==> config.mk <==
export PLATFORM = sky130hd
export DESIGN_NAME = pipe_hazard_ctl
export DESIGN_NICKNAME = d
export VERILOG_FILES = /design/src/rtl/pipe_hazard_ctl.sv
export SDC_FILE = /design/constraint.sdc
export NUM_CORES = 1
export LEC_CHECK = 0
export CAP_MARGIN = 20
export CORE_ASPECT_RATIO = 0.7
export CORE_UTILIZATION = 44
export CTS_BUF_LIST = sky130_fd_sc_hd__clkbuf_8
export DETAILED_ROUTE_END_ITERATION = 10
export PLACE_DENSITY = 0.91
export SLEW_MARGIN = 10
export SYNTH_ARGS = -nofsm -noshare
export SYNTH_HDL_FRONTEND = slang
export SYNTH_SLANG_ARGS = --single-unit
==> constraint.sdc <==
create_clock -name clk -period 2.7 [get_ports clk]
set_input_delay 0.675 -clock clk [delete_from_list [all_inputs] [get_ports clk]]
set_output_delay 0.675 -clock clk [all_outputs]
set_load 0.05 [all_outputs]
==> src/rtl/pipe_hazard_ctl.sv <==
// Pipeline sequencing controller: load-use stalls, MEM-stage branch flushes, memory wait/timeout.
// Define PIPE_HAZARD_CTL_CNT_EN to build the saturating stall counter; otherwise stall_cnt reads 0.
module pipe_hazard_ctl #(
   parameter int LU_STALL_CYC = 1,
   parameter int MEM_TIMEOUT  = 8,
   parameter int CNT_W        = 16
) (
   input  logic             clk,
   input  logic             rst_n,
   input  logic             id_ex_memread,
   input  logic [4:0]       id_ex_rt,
   input  logic [4:0]       if_id_rs,
   input  logic [4:0]       if_id_rt,
   input  logic             branch_taken,
   input  logic             mem_req,
   input  logic             mem_ready,
   output logic             pc_write,
   output logic             if_id_write,
   output logic             if_id_flush,
   output logic             id_ex_bubble,
   output logic             ex_mem_flush,
   output logic             pipe_hold,
   output logic             err,
   output logic [CNT_W-1:0] stall_cnt
);

   typedef enum logic [1:0] {RUN, LU_STALL, MEM_WAIT, ERR} state_t;

   localparam logic [2:0] LU_LAST    = 3'(LU_STALL_CYC - 1);
   localparam logic [7:0] WAIT_LIMIT = 8'(MEM_TIMEOUT);

   state_t     state_q, state_d;
   logic [2:0] luCnt_q, luCnt_d;
   logic [7:0] waitCnt_q, waitCnt_d;
   logic       err_q;
   logic       loadUse;
   logic       memMiss;

   // Register $0 is hardwired to zero, so it can never carry a load-use dependency.
   assign loadUse = id_ex_memread && (id_ex_rt != 5'd0) &&
                    ((id_ex_rt == if_id_rs) || (id_ex_rt == if_id_rt));
   assign memMiss = mem_req && !mem_ready;
   assign err     = err_q;

   always_ff @(posedge clk) begin
      if (!rst_n) begin
         state_q   <= RUN;
         luCnt_q   <= '0;
         waitCnt_q <= '0;
         err_q     <= 1'b0;
      end else begin
         state_q   <= state_d;
         luCnt_q   <= luCnt_d;
         waitCnt_q <= waitCnt_d;
         err_q     <= (state_d == ERR);
      end
   end

   always_comb begin
      state_d      = state_q;
      luCnt_d      = luCnt_q;
      waitCnt_d    = waitCnt_q;
      pc_write     = 1'b1;
      if_id_write  = 1'b1;
      if_id_flush  = 1'b0;
      id_ex_bubble = 1'b0;
      ex_mem_flush = 1'b0;
      pipe_hold    = 1'b0;
      if (!rst_n) begin
         pc_write     = 1'b0;
         if_id_write  = 1'b0;
         id_ex_bubble = 1'b1;
      end else begin
         unique case (state_q)
            RUN, LU_STALL: begin
               if (branch_taken) begin
                  if_id_flush  = 1'b1;
                  id_ex_bubble = 1'b1;
                  ex_mem_flush = 1'b1;
                  state_d      = RUN;
                  luCnt_d      = '0;
               end else if (memMiss) begin
                  pipe_hold   = 1'b1;
                  pc_write    = 1'b0;
                  if_id_write = 1'b0;
                  state_d     = MEM_WAIT;
                  waitCnt_d   = 8'd1;
                  luCnt_d     = '0;
               end else if ((state_q == LU_STALL) || loadUse) begin
                  pc_write     = 1'b0;
                  if_id_write  = 1'b0;
                  id_ex_bubble = 1'b1;
                  // An ongoing stall finishes its count even if the hazard inputs change.
                  if (state_q == LU_STALL) begin
                     if (luCnt_q == LU_LAST) begin
                        state_d = RUN;
                        luCnt_d = '0;
                     end else begin
                        luCnt_d = luCnt_q + 3'd1;
                     end
                  end else if (LU_STALL_CYC > 1) begin
                     state_d = LU_STALL;
                     luCnt_d = 3'd1;
                  end
               end
            end
            MEM_WAIT: begin
               if (mem_ready) begin
                  state_d   = RUN;
                  waitCnt_d = '0;
               end else begin
                  pipe_hold   = 1'b1;
                  pc_write    = 1'b0;
                  if_id_write = 1'b0;
                  waitCnt_d   = waitCnt_q + 8'd1;
                  if (waitCnt_d == WAIT_LIMIT) begin
                     state_d = ERR;
                  end
               end
            end
            ERR: begin
               pipe_hold    = 1'b1;
               pc_write     = 1'b0;
               if_id_write  = 1'b0;
               id_ex_bubble = 1'b1;
            end
            default: state_d = RUN;
         endcase
      end
   end

`ifdef PIPE_HAZARD_CTL_CNT_EN
   logic [CNT_W-1:0] stallCnt_q;

   always_ff @(posedge clk) begin
      if (!rst_n) begin
         stallCnt_q <= '0;
      end else if (!pc_write && (stallCnt_q != {CNT_W{1'b1}})) begin
         stallCnt_q <= stallCnt_q + CNT_W'(1);
      end
   end

   assign stall_cnt = stallCnt_q;
`else
   assign stall_cnt = '0;
`endif

endmodule

==> flow_results.org <==
** Power
- Sw power :: 0.208 mW
- After layout, the design draws a total of 0.587 mW.
- Share of power burned in the clock network :: 0.303
- Combinational group share of total power :: 0.337
- Sequential cell fraction of total power :: 0.359
- Leakage power total :: 0.676 nW
- Cell internal power was estimated by the tool at 0.379 mW.
- Power per cell area :: 398 nW/um^2
- Switching part of the total power :: 0.355
- Across the VDD grid, the largest voltage drop is 0.386 mV.

** Setup path
- The critical path in this run is classified as primary input to primary output.
- Of all nets on the critical path, the largest fanout is 2.
- For this run, the slowest stage of the critical path takes 0.50 ns.
- Following the worst setup path forward leads to its endpoint at if_id_write.
- Minimum setup slack among reg-to-reg paths :: 1.06 ns
- In this run the worst setup path begins at id_ex_rt[1].
- Count of cells along the worst register-to-register path :: 4
- In this run the critical register-to-register path is launched from state_q[1].
- STA classifies the critical path startpoint as a primary input.
- Kind of end point of the critical path :: primary output
- On the critical path, the stage with the largest delay is an instance of or4_4.
- Req. time, crit path :: 2.03 ns
- Arrival @ worst endpoint :: 1.95 ns
- Reg-to-Reg End :: waitCnt_q[7]
- Cell-by-cell trace of the critical path :: clkdlybuf4s15_1 -> or4_4 -> o21ai_4 -> o2111ai_2 -> nand3_2 -> buf_12

** Global routing
- Global-route wire length before repair :: 4580 um
- The number of global-route vias before repair was 997.
- Global routing finished with a remaining overflow of 0.
- Number of antenna violations at the first check in global routing :: 0
- Tot GR Track Use :: 0.244
- Entering global routing, the biggest net connects 13 pins.

** Logic synthesis
- The synthesized design contains 14 register bits.
- Post-synthesis sequential area ratio :: 0.261
- Yosys warning count :: 0
- In the synthesized netlist the dominant register cell turns out to be dfxtp_1.
- Mean cell area of the mapped netlist :: 7.71 um^2
- The largest total area in the synthesized netlist belongs to dfxtp_1.
- Share of the synthesized area in the top cell type :: 0.261
- Mapped cell area :: 1070 um^2
- Yosys attributes the largest share of cell area to dfxtp_1, buf_4, xor2_1, nor2_1, a21oi_1.
- Asr flop ratio synth :: 0
- Synth cell types :: 39
- In the synthesized netlist, the number of instances is 139.
- Count of flip-flops with a built-in enable after synthesis :: 0

** Detailed routing
- Overall via count from detail_route :: 1024
- The first routing iteration left 20 violations.
- For this run, design rule violations remaining after detail routing come to 0.
- The count of nets left with antenna violations once routing finished came out at 0.
- Wires add up to 2880 um.
- Wire per inst :: 14.0 um
- Via-per-instance ratio :: 4.97
- The first TritonRoute pass finished after 4 iterations.

** STA
- Final count of hold timing violations :: 0
- Setup repair after global routing left no endpoint under its margin.
- Post-route minimum period :: 2.63 ns
- The clock arrives with 0.00543 ns of skew.
- Share of the clock period used by the worst path :: 0.973
- Measured against its own limit, the worst slew margin works out to 0.661.
- After routing, the total negative slack on setup checks comes to 0 ns.
- Setup violations remaining at the end of the flow were counted as 0.
- Pin slew with the least headroom to its limit :: 0.506 ns
- Highest Clock Rate :: 0.381 GHz
- Once routing completed, OpenROAD measured the worst setup slack at 0.0728 ns.
- The max-slew violation count is 0.

** Placement
- The congestion estimate from routability-driven global placement came to 0.906.
- Number of buffer cells added on primary ports :: 27
- HPWL reported at the end of detailed placement :: 2280 um
- Including well taps, the total number of placed cells is 203.
- Before CTS, the worst setup slack after placement is -0.349 ns.
- After detailed placement, the total cell area comes to 1400 um^2.

** Clocking
- H-Tree Depth :: 1
- Root cell of the clock tree :: clkbuf_8
- CTS Hold Bufs :: 0
- The clock passes through at most 2 buffers.
- Clock transition at path regs :: 0.06 ns
- The clock net in this run drives a total of 14 sinks.
- Number of buffers inserted during clock tree synthesis :: 3
- Number of buffers added for setup after CTS :: 0
- The clock reaches the later pin of the worst-skew pair after 0.25 ns.
- TritonCTS clock tree :: yes

** Job
- Max-cap violation count :: 0

** Floorplanning
- The die covers 2640 um^2.
- The die is 43.3 um tall.
- Core Rows :: 14
- Die W :: 61.0 um
- The total area inside the core boundary comes to 2220 um^2.
- I/O pin count :: 44
- The initial utilization of the core area, before any placement, comes to 0.482.

** Finish
- After routing the design area is 1480 um^2.
- Compared with the post-synthesis result, the final layout area differs by 37.6%.
- The repair_antennas step left the layout with diodes totalling 0.
- Fraction of final layout cells with drive strength greater than 1 :: 0.224
- Filler cell count :: 200
- Final cell count without fillers :: 206
- Layout Nets :: 200

** Run status
- The run finished with clean final reports.

** Worst hold path
- The min-delay analysis places its worst path in the category flop to flop.
## synthesized netlist by cell type, types with 2 or more instances
| master | number |
|---|---|
| a21oi_1 | 9 |
| a22oi_1 | 3 |
| nand2b_4 | 2 |
| and2_1 | 2 |
| buf_4 | 18 |
| nand3_1 | 9 |
| inv_1 | 6 |
| nor3_1 | 4 |
| nand2_1 | 8 |
| dfxtp_1 | 14 |
| ha_1 | 3 |
| xor2_1 | 10 |
| o21ai_0 | 5 |
| a21o_2 | 3 |
| nor2_1 | 19 |
## area by class of cell
class | count | area, um^2 | share of cell area
multi-input cells | 114 | 726 | 0.492
repair buffers | 37 | 365 | 0.248
flip-flops and latches | 14 | 280 | 0.190
clock buffers | 3 | 41.3 | 0.0280
well taps | 32 | 40.0 | 0.0271
inverters | 6 | 22.5 | 0.0153
## power groups by stage
| stage | clock [mW] | combinational (mW) | sequential [mW] |
|---|---|---|---|
| 6_report | 0.178 | 0.198 | 0.211 |
| 2_1_floorplan | 0 | 0.136 | 0.214 |
| 4_1_cts | 0.180 | 0.198 | 0.211 |
| 3_3_place_gp | 0 | 0.191 | 0.215 |
| 5_1_grt | 0.195 | 0.208 | 0.211 |
| 3_5_place_dp | 0 | 0.196 | 0.215 |
## worst min-delay path by stage
stage                      start      endpoint  slack, ns  cells past startpoint
global placement      luCnt_q[2]    luCnt_q[2]       0.46                      2
detailed placement    luCnt_q[2]    luCnt_q[2]       0.49                      2
finish                luCnt_q[2]    luCnt_q[2]       0.49                      2
CTS                   luCnt_q[2]    luCnt_q[2]       0.50                      2
floorplan           waitCnt_q[7]  waitCnt_q[7]       0.45                      1
global route          luCnt_q[2]    luCnt_q[2]       0.52                      2
## cell families after synthesis
family	Yosys count	share of synthesized area
and+or+nand+nor	53	0.253
AOI/OAI and AO/OA	31	0.195
buffers and inverters	26	0.161
DFF	14	0.261
xor gates and xnor gates	10	0.0817
adders and majority gates	3	0.0350
other	1	0.00350
muxes	1	0.00934
## through the flow
step	utilization	hold WS (ns)
detailed placement	0.631	0.491
global route	0.663	0.522
global placement	0.631	0.459
CTS	0.659	0.499
finish	0.663	0.489
floorplan	-	0.449
## flip-flops by register name (all words and copies together) (netlist names)
| register | cells |
|---|---|
| state_q | 2 |
| err | 1 |
| luCnt_q | 3 |
| waitCnt_q | 8 |
## cells in the final DEF (no fill, tap or decap), types with 6 or more instances in the layout
cell	instances
a21oi_1	8
buf_4	12
conb_1	16
dfxtp_1	14
dlygate4sd2_1	6
inv_1	6
nand2_1	8
nand3_1	8
nor2_1	19
xor2_1	10
## timing repair
action | in CTS | in global routing
resized for setup | 28 | 10
cloned | 0 | 0
pin swaps | 7 | 11
endpoints found under the setup margin | 4 | 4
## worst max-delay path, delay by kind of cell
family / cells / cell delay, ns
compound gates: 2 / 0.29
buf+inv: 2 / 0.33
simple gates: 2 / 0.65
## metal layers
| metal | routed length [um] | global-route usage | up-vias |
|---|---|---|---|
| met5 | 0 | 0 | - |
| met4 | 19 | 0.0455 | 0 |
| met1 | 1250 | 0.287 | 470 |
| met3 | 113 | 0.0823 | 4 |
| li1 | - | - | 519 |
| met2 | 1500 | 0.431 | 31 |
Power figures use the tool's default switching activity.
==> edit 1: new RTL, same flow settings <==
`CNT_W`: 16 -> 12.
--- a/src/rtl/pipe_hazard_ctl.sv
+++ b/src/rtl/pipe_hazard_ctl.sv
@@ -4,5 +4,5 @@
    parameter int LU_STALL_CYC = 1,
    parameter int MEM_TIMEOUT  = 8,
-   parameter int CNT_W        = 16
+   parameter int CNT_W        = 12
 ) (
    input  logic             clk,
Ports: changed (resized stall_cnt); port bits go from 44 to 40. No check against the original RTL was run, so the function may have changed too.
==> edit 1 against the unedited design <==
Wire length increased by 14%. Register-to-register slack worse by 0.02 ns. Global-route usage up 2.3 points. Final area up 1.8%. Power up 4.8%. Final cell count is 1.5% lower. Sequential cell count is the same. Synthesized area fell by 2.8%. Sequential share of layout area is 0.33 points lower. Setup slack got worse by 0.035 ns.
==> edit 1: results (changes against the unedited design) <==
\begin{tabular}{lr}
\hline
Metric & Value \\
\hline
\multicolumn{2}{l}{\textbf{Logic synthesis}} \\
Commonest cells post-synth & 19 x nor2\_1, 14 x buf\_4, 14 x dfxtp\_1 \\
Leading cell types by total area after synthesis & dfxtp\_1 27\%, buf\_4 10\%, xor2\_1 8.4\%, nor2\_1 6.8\%, a21oi\_1 4.3\% \\
Sequential share of the synthesized area & 26.9\% (+0.75 points) \\
\multicolumn{2}{l}{\textbf{Power and ir drop}} \\
Peak supply drop & 0.307 mV (-20\%) \\
Leakage dissipation & 0.670 nW (-0.78\%) \\
Power per cell area & 410 nW/um\^{}2 (+3.0\%) \\
Internal Dissipation & 0.413 mW (+9.1\%) \\
\multicolumn{2}{l}{\textbf{Placement}} \\
Place WS & -0.268 ns (+0.0801 ns) \\
Area post-placement & 1400 sq um (-0.18\%) \\
Detail Placement HPWL & 2.38 mm (+4.6\%) \\
GPL Wtd Cong & 0.836 (-7.7\%) \\
\multicolumn{2}{l}{\textbf{Status}} \\
Outcome & completed \\
\multicolumn{2}{l}{\textbf{Setup path}} \\
CP Capture Point & id\_ex\_bubble \\
Worst setup path startpoint & if\_id\_rt[3] \\
Largest stage delay on the critical path & 0.22 ns (-0.28 ns) \\
Critical Path Slowest Stage Cell & nor3\_2 \\
Data arrival at the endpoint of the critical path & 1.99 ns (+0.04 ns) \\
Reg-to-reg slack, setup & 1.04 ns (-0.02 ns) \\
\multicolumn{2}{l}{\textbf{Route}} \\
Via/cell ratio & 5.54 (+11\%) \\
Starting DRC count in detailed routing & 46 (+130\%) \\
Post-DR wirelength/cell & 16.2 um (+16\%) \\
\multicolumn{2}{l}{\textbf{Global route}} \\
Global routing usage summed across all routing layers & 26.7\% (+2.3 points) \\
Met3 Resource Use GR & 10.1\% (+1.8 points) \\
Met1 GRT Util & 30.5\% (+1.9 points) \\
Wire length of the first global-routing pass & 4.88 mm (+6.5\%) \\
\multicolumn{2}{l}{\textbf{Timing}} \\
Top achievable clock speed & 376 MHz (-1.3\%) \\
\multicolumn{2}{l}{\textbf{Finish}} \\
Share of cells above drive strength 1 & 25.7\% (+3.3 points) \\
Post-route insts no fill & 203 (-1.5\%) \\
\hline
\end{tabular}
==> edit 1: worst min path at each step <==
stage / startpoint / to / slack [ns]
3_3_place_gp: luCnt_q[2]$_SDFFE_PN0P_ / luCnt_q[2]$_SDFFE_PN0P_ / 0.46
6_report: luCnt_q[2]$_SDFFE_PN0P_ / luCnt_q[2]$_SDFFE_PN0P_ / 0.50
4_1_cts: luCnt_q[2]$_SDFFE_PN0P_ / luCnt_q[2]$_SDFFE_PN0P_ / 0.50
5_1_grt: waitCnt_q[7]$_SDFFE_PN0P_ / waitCnt_q[7]$_SDFFE_PN0P_ / 0.53
3_5_place_dp: luCnt_q[2]$_SDFFE_PN0P_ / luCnt_q[2]$_SDFFE_PN0P_ / 0.49
2_1_floorplan: waitCnt_q[7]$_SDFFE_PN0P_ / waitCnt_q[7]$_SDFFE_PN0P_ / 0.45
==> edit 1: area by class of cell <==
| class | count | area share [%] |
|---|---|---|
| Multi-Input combinational cell | 110 | 48.3 |
| Timing Repair Buffer | 37 | 25.3 |
| Sequential cell | 14 | 18.7 |
| Clock buffer | 4 | 3.67 |
| Tap cell | 32 | 2.67 |
| Inverter | 6 | 1.50 |
==> edit 1: critical path, delay by kind of cell <==
family                 cells  cell delay, ns
AO/OA/AOI/OAI              3            0.53
buffers and inverters      2            0.38
XOR/XNOR                   1            0.17
AND/OR/NAND/NOR            1            0.22
==> edit 1: cells by family (layout without fill, tap and decap cells) <==
kind of cell | count (synthesis) | after routing | share of synthesized area (%)
and+or+nand+nor | 53 | 53 | 26.1
AOI/OAI and AO/OA | 31 | 31 | 20.0
buffers and inverters | 22 | 47 | 13.7
DFF | 14 | 14 | 26.9
xor gates and xnor gates | 10 | 10 | 8.40
adders and majority gates | 3 | 3 | 3.60
other | 1 | 12 | 0.360
muxes | 1 | 1 | 0.960
==> edit 1: repair_timing <==
item / 4_1_cts / 5_1_grt
pin swaps: 10 / 10
endpoints found under the setup margin: 4 / 4
resized for setup: 28 / 15
==> edit 1: stage by stage <==
stage          power, mW  hold WS, ns
6_report           0.616        0.502
2_1_floorplan      0.334        0.449
3_3_place_gp       0.398        0.460
5_1_grt            0.635        0.526
3_5_place_dp       0.404        0.492
4_1_cts            0.612        0.500
==> edit 1: per-layer routing <==
layer / part of all wire, % / up-vias
met5: 0 / -
met2: 48 / 72
li1: - / 513
met3: 8.0 / 15
met1: 40 / 524
met4: 3.8 / 0
==> edit 1: power by group through the flow <==
stage,Clock (mW),Sequential [mW],Combinational (mW)
after floorplan,0,0.214,0.120
final,0.209,0.212,0.195
after global routing,0.220,0.212,0.204
after detailed placement,0,0.216,0.188
after CTS,0.211,0.212,0.189
after global placement,0,0.215,0.183
==> edit 2: new RTL, same settings <==
Without the edit above. Encoding of `state_t`: now Gray code (2 bits for 4 states).
--- a/src/rtl/pipe_hazard_ctl.sv
+++ b/src/rtl/pipe_hazard_ctl.sv
@@ -25,5 +25,5 @@
 );
 
-   typedef enum logic [1:0] {RUN, LU_STALL, MEM_WAIT, ERR} state_t;
+   typedef enum logic [1:0] {RUN = 2'b00, LU_STALL = 2'b01, MEM_WAIT = 2'b11, ERR = 2'b10} state_t;
 
    localparam logic [2:0] LU_LAST    = 3'(LU_STALL_CYC - 1);
Check against the original RTL: same outputs for any inputs over 10 cycles, from zero or initial values and one cycle with rst_n low; not proved beyond that.
==> edit 2 against the unedited design <==
Sequential cell count is the same. Synthesized area up 13%. Power rose by 0.98%. Final area up 11%. Final cell count grew 3.4%. Global-route usage fell by 1.5 points. Wire length grew 7.8%. Count of clock-buffer cells in the layout unchanged. Clock power down 4%. Setup slack lost 0.026 ns. Highest routed layer unchanged.
==> edit 2: results (changes against the unedited design) <==
\begin{tabular}{lr}
\hline
Metric & Value \\
\hline
\multicolumn{2}{l}{\textbf{Status}} \\
Outcome & completed \\
\multicolumn{2}{l}{\textbf{Finish}} \\
Non-clk buf share & 25.8\% (+1.1 points) \\
Number of filler cells placed in the layout & 218 (+9.0\%) \\
Fraction of standard cell area in multi-input logic & 50.5\% (+1.3 points) \\
Share of final layout cell area taken by clock buffers and inverters & 2.53\% (-0.27 points) \\
Multi-Input Combinational & 117 (+2.6\%) \\
Sequential cell area share & 17.2\% (-1.8 points) \\
Share of cells above drive strength 1 & 21.8\% (-0.63 points) \\
\multicolumn{2}{l}{\textbf{Global route}} \\
Wire length of the first global-routing pass & 4.98 mm (+8.7\%) \\
\multicolumn{2}{l}{\textbf{Power and ir drop}} \\
Leakage dissipation & 0.763 nW (+13\%) \\
Switch Pwr & 0.202 mW (-2.9\%) \\
Peak supply drop & 0.393 mV (+1.8\%) \\
Relative contribution of combinational cells to total power & 34.9\% (+1.2 points) \\
\multicolumn{2}{l}{\textbf{Setup path}} \\
Worst setup path startpoint & id\_ex\_rt[4] \\
Destination of the worst register-to-register timing path & err\$\_SDFF\_PN0\_ \\
CP Capture Point & pc\_write \\
Reg-to-reg slack, setup & 0.94 ns (-0.12 ns) \\
Crit-path max FO & 3 (+1) \\
Data arrival at the endpoint of the critical path & 1.98 ns (+0.03 ns) \\
\multicolumn{2}{l}{\textbf{Route}} \\
Via/cell ratio & 5.45 (+9.7\%) \\
Starting DRC count in detailed routing & 32 (+60\%) \\
Post-DR wirelength/cell & 14.6 um (+4.3\%) \\
\multicolumn{2}{l}{\textbf{Logic synthesis}} \\
Leading cell types by total area after synthesis & dfxtp\_1 23\%, buf\_4 11\%, xor2\_1 8.0\%, a21boi\_0 4.3\%, o21ai\_0 3.3\% \\
Commonest cells post-synth & 18 x buf\_4, 14 x dfxtp\_1, 11 x xor2\_1 \\
Post-synthesis cell type count & 47 (+21\%) \\
Sequential share of the synthesized area & 23.2\% (-2.9 points) \\
\multicolumn{2}{l}{\textbf{CTS}} \\
Resized Gates After CTS & 22 (-21\%) \\
\multicolumn{2}{l}{\textbf{Placement}} \\
Area post-placement & 1560 sq um (+11\%) \\
\hline
\end{tabular}
==> edit 2: logic make-up after synthesis <==
group	Yosys count	synth area share [%]
AO/OA/AOI/OAI	42	26.6
XOR/XNOR	11	7.97
adder cells (fa/ha/maj)	3	3.11
buffers and inverters	28	15.8
flip-flops	14	23.2
multiplexers	1	0.932
other	1	0.310
AND/OR/NAND/NOR	44	22.0
==> edit 2: stage by stage <==
stage                     total power [mW]  instances  TNS, ns  hold WS [ns]
final                                0.593        213        0         0.513
after global routing                 0.620        213  -0.0305         0.562
after CTS                            0.598        213        0         0.519
after detailed placement             0.424        210   -0.624         0.509
after global placement               0.419        210   -0.472         0.477
after floorplan                      0.359        159        0         0.464
==> edit 2: layer usage <==
| metal | part of all wire (%) | vias to the layer above | global-route usage [%] |
|---|---|---|---|
| met5 | 0 | - | 0 |
| met4 | 2.8 | 0 | 11.6 |
| met3 | 4.9 | 9 | 4.50 |
| met2 | 54 | 46 | 44.8 |
| met1 | 38 | 549 | 24.0 |
| li1 | - | 557 | - |
